`src/rtl/dir_ctrl.sv`:
```
// rtl/dir_ctrl.sv - debounced push-button direction toggle with step prescaler
module dir_ctrl #(
  parameter int DEBOUNCE_CYCLES = 20,
  parameter int STEP_DIV        = 50
) (
  input  logic clk,
  input  logic rst,
  input  logic btn,
  output logic dir,
  output logic step,
  output logic btn_db
);

  localparam int PW = (STEP_DIV > 1) ? $clog2(STEP_DIV) : 1;
  localparam logic [15:0]   CNT_LAST = 16'(DEBOUNCE_CYCLES - 1);
  localparam logic [PW-1:0] PS_LAST  = PW'(STEP_DIV - 1);

  typedef enum logic [1:0] {
    IDLE_LO = 2'd0,
    WAIT_HI = 2'd1,
    IDLE_HI = 2'd2,
    WAIT_LO = 2'd3
  } db_state_t;

  logic          sync1, btn_s;
  db_state_t     state, state_nx;
  logic [15:0]   cnt, cnt_nx;
  logic          db_nx;
  logic          toggle;
  logic [PW-1:0] ps;

  always_ff @(posedge clk or posedge rst) begin
    if (rst) begin
      sync1 <= 1'b0;
      btn_s <= 1'b0;
    end else begin
      sync1 <= btn;
      btn_s <= sync1;
    end
  end

  always_ff @(posedge clk or posedge rst) begin
    if (rst) begin
      state  <= IDLE_LO;
      cnt    <= 16'd0;
      btn_db <= 1'b0;
    end else begin
      state  <= state_nx;
      cnt    <= cnt_nx;
      btn_db <= db_nx;
    end
  end

  // Any bounce back to the idle level drops to IDLE_* and restarts the window.
  always_comb begin
    state_nx = state;
    cnt_nx   = cnt;
    db_nx    = btn_db;
    case (state)
      IDLE_LO: begin
        if (btn_s) begin
          state_nx = WAIT_HI;
          cnt_nx   = 16'd0;
        end
      end
      WAIT_HI: begin
        if (!btn_s) begin
          state_nx = IDLE_LO;
        end else if (cnt == CNT_LAST) begin
          state_nx = IDLE_HI;
          db_nx    = 1'b1;
        end else begin
          cnt_nx = cnt + 16'd1;
        end
      end
      IDLE_HI: begin
        if (!btn_s) begin
          state_nx = WAIT_LO;
          cnt_nx   = 16'd0;
        end
      end
      WAIT_LO: begin
        if (btn_s) begin
          state_nx = IDLE_HI;
        end else if (cnt == CNT_LAST) begin
          state_nx = IDLE_LO;
          db_nx    = 1'b0;
        end else begin
          cnt_nx = cnt + 16'd1;
        end
      end
      default: begin
        state_nx = IDLE_LO;
        cnt_nx   = 16'd0;
        db_nx    = 1'b0;
      end
    endcase
  end

  assign toggle = db_nx & ~btn_db;

  // A direction change restarts the step period and suppresses a coincident pulse.
  always_ff @(posedge clk or posedge rst) begin
    if (rst) begin
      dir  <= 1'b1;
      ps   <= '0;
      step <= 1'b0;
    end else begin
      dir <= dir ^ toggle;
      if (toggle) begin
        ps   <= '0;
        step <= 1'b0;
      end else if (ps == PS_LAST) begin
        ps   <= '0;
        step <= 1'b1;
      end else begin
        ps   <= ps + 1'b1;
        step <= 1'b0;
      end
    end
  end

endmodule

```
`config.mk`:
```
export PLATFORM = sky130hd
export DESIGN_NAME = dir_ctrl
export DESIGN_NICKNAME = d
export VERILOG_FILES = /design/src/rtl/dir_ctrl.sv
export SDC_FILE = /design/constraint.sdc
export NUM_CORES = 1
export LEC_CHECK = 0
export CAP_MARGIN = 10
export CELL_PAD_IN_SITES_DETAIL_PLACEMENT = 1
export CELL_PAD_IN_SITES_GLOBAL_PLACEMENT = 2
export CORE_AREA = 2 2 63 65
export CTS_CLUSTER_SIZE = 28
export DETAILED_ROUTE_END_ITERATION = 7
export DIE_AREA = 0 0 65 67
export PLACE_DENSITY = 0.84
export REMOVE_ABC_BUFFERS = 1
export SYNTH_ARGS = -nofsm -noshare
export SYNTH_HDL_FRONTEND = slang
export SYNTH_SLANG_ARGS = --single-unit
```
`constraint.sdc`:
```
create_clock -name clk -period 3.6 [get_ports clk]
set_input_delay 0.72 -clock clk [delete_from_list [all_inputs] [get_ports clk]]
set_output_delay 0.72 -clock clk [all_outputs]
set_load 0.01 [all_outputs]
```
==> flow_summary.toml <==
[status]
status = "complete, no violations"

[routing]
drcViolationCount = 0
post_drt_wl_per_cell_um = 16.8
drt-total-wl_mm = 3.52
vias_per_cell = 5.78
detail-route-antenna-nets = 0
drt_iter0_markers = 39
vias = 1213
firstDrtPassIters = 4

[power_and_ir_drop]
power_leakage_nw = 0.733
p_per_area_mw_per_mm2 = 511
irDropWorstVdd_v = 0.000282

[timing]
slew_headroom_pct = 62.1
fin_crit_sh_pct = 59.5
setup_viol = 0
layout_min_cycle_time_ps = 2140
final-hold-violation-count = 0
drv_slew = 0
fin_setup_tns_ps = 0
fin_skew_ps = 9.47
rsz0062_at_grt = "no"
fmax_mhz = 467
worst_pin_slew_ps = 566

[grt]
grt_use_met3_pct = 5.07
met1_usage_pct = 24.7
grt_pass1_wl_mm = 6.31
antenna_found_initial = 0
overflow = 0
grt_busiest_layer = "met2"
grt_usage_pct = 19.4
grt_max_degree = 30
grt_pass1_vias = 1309
met2_usage_pct = 31.6

[min_path]
min_path_type = "flop to flop"
min_delay_worst_endpoint = "btn_s"
holdPathStages = 0
holdCritStartpoint = "sync1"

[floorplanning]
die_width_um = 65
row_count = 22
core_area_mm2 = 0.00361
num_io_pins = 6
initial_core_util_pct = 41.9
die_area_mm2 = 0.00436
die_h_um = 67

[clocking]
clkTransAtPathRegs_ps = 70
tritoncts = "yes"
cts_hold_buf = 0
numCtsBuffers = 5
cts_max_level = 2
cts_buffer_depth = 2
cts-root-buf = "clkbuf_8"
cts_sinks = 29
clk_latency_ps = 290
ctsResizeCount = 0
post-cts-setup-buffers = 0

[finish]
fin_nets = 167
fillers = 400
num_antenna_cells = 0
multi_input_area_um2 = 749
final_cells = 210
drive_gt1_share_pct = 14.2
regArea_um2 = 727
area_growth_pct = 16.6

[critical_path]
reg2reg_from = "cnt[0]"
reg2reg_slack_ps = 1460
cp-end-kind = "flop"
cp_max_fo = 6
worstSetupStartpointType = "flop"
worstSetupPathType = "flop to flop"
worstPathRequired_ps = 3770
cp.arrival_ps = 2310
r2r_cells = 5
timing.rr.end = "ps[3]"

[flow_run]
maxCapViolCount = 0

[synthesis]
yosysWarnings = 0
synth_cell_types = 38
ys_dominant_reg_cell = "dfrtp_1"
synth_edf_count = 0
ys_ff_latch = 29
synthCells = 151
syn_area_per_cell_um2 = 10.0
synth-seq-area-share_pct = 48.1
async_flop_share_pct = 100
synth.cell_area_mm2 = 0.00151

[placed_design]
routabilityCongestion = 0.809
dpl.hpwl_mm = 2.46
post-place-cells = 201
port_buffers = 5
## through the flow
stage / power, mW / setup WS (ps) / instance area, um2 / hold WS [ps] / util [%]
6_report: 0.902 / 1460 / 1760 / 351 / 48.9
4_1_cts: 0.904 / 1510 / 1740 / 352 / 48.1
2_1_floorplan: 0.459 / 1960 / 1490 / 331 / -
3_5_place_dp: 0.495 / 1490 / 1600 / 336 / 44.4
5_1_grt: 0.949 / 1320 / 1760 / 366 / 48.9
3_3_place_gp: 0.487 / 1560 / 1600 / 342 / 44.4
## state kept, by name, summed over array words and instances, names as in the netlist, named ones only
| name | cells |
|---|---|
| state | 1 |
| sync1 | 1 |
| btn_db | 1 |
| btn_s | 1 |
| dir | 1 |
| cnt | 16 |
| step | 1 |
| ps | 6 |
## routing by layer
metal	part of all wire, %	up-vias
met5	0	-
li1	-	578
met1	48	617
met2	49	15
met4	1.1	0
met3	2.7	3
## cell usage in the layout, fill, tap and decap left out, types with 2 or more instances in the layout
master           netlist  layout
or4_1                  2       2
nor2_1                19      19
dfrtp_1               28      28
nand3_1                9       9
and2_1                 2       2
o21ai_0                7       7
nand3b_1               2       2
xnor2_1                3       3
inv_1                  4       4
clkdlybuf4s50_1        0       5
and3_1                 2       2
xor2_1                 6       6
clkbuf_8               0       5
nand2_1               10      10
nor4_1                 4       4
ha_1                   3       3
nand4_1                7       7
o211ai_1               2       2
and4_1                 5       5
bufinv_16              0       2
nor2_2                 2       2
a31o_2                 2       2
a31oi_1               10      10
a21oi_1                4       4
## synthesized netlist by cell type, drive strengths merged, types with 3 or more instances
library cell | count | area (um2)
a21oi | 4 | 20.0
a31oi | 10 | 62.6
and2 | 3 | 20.0
and4 | 5 | 43.8
buf | 3 | 20.0
dfrtp | 28 | 701
ha | 3 | 37.5
inv | 4 | 15.0
nand2 | 10 | 37.5
nand3 | 9 | 45.0
nand4 | 8 | 56.3
nor2 | 21 | 83.8
nor4 | 5 | 37.5
o21ai | 8 | 43.8
xnor2 | 4 | 42.6
xor2 | 7 | 68.8
## critical path: stages, from the launching register on
cell	delay, ps
dfrtp_1	420
ha_1	290
nor4bb_1	450
nand4_1	370
o21ai_2	390
nor2_1	90
## final cells by class
cell class | instances | share of cell area (%)
flip-flops and latches | 29 | 41.2
clock buffers | 5 | 3.90
repair buffers | 6 | 4.40
well taps | 48 | 3.41
clock inverters | 3 | 3.69
inverters | 4 | 0.852
multi-input cells | 115 | 42.5
## worst max path at each step
| stage | start | end | cells past startpoint |
|---|---|---|---|
| 2_1_floorplan | cnt[6] | cnt[10] | 4 |
| 3_3_place_gp | rst | cnt[7] | 2 |
| 3_5_place_dp | rst | cnt[8] | 2 |
| 4_1_cts | dir | dir | 1 |
| 5_1_grt | cnt[12] | cnt[10] | 4 |
| 6_report | cnt[0] | ps[3] | 5 |
## kinds of logic (layout without fill, tap and decap cells)
family | after synthesis | count (layout) | synth area share, %
and+or+nand+nor | 72 | 72 | 27.4
DFF | 29 | 29 | 48.1
adders and majority gates | 3 | 3 | 2.48
AOI/OAI and AO/OA | 28 | 28 | 11.6
muxes | 1 | 1 | 0.745
buffers and inverters | 7 | 18 | 2.32
xor gates and xnor gates | 11 | 11 | 7.37
## report_power, final
part	internal [mW]	total, mW	leakage [nW]	switching, mW
clock network	0.275	0.410	0.0681	0.136
logic	0.0436	0.115	0.292	0.0711
registers	0.350	0.376	0.372	0.0261
(Power assumes the default switching activity.)
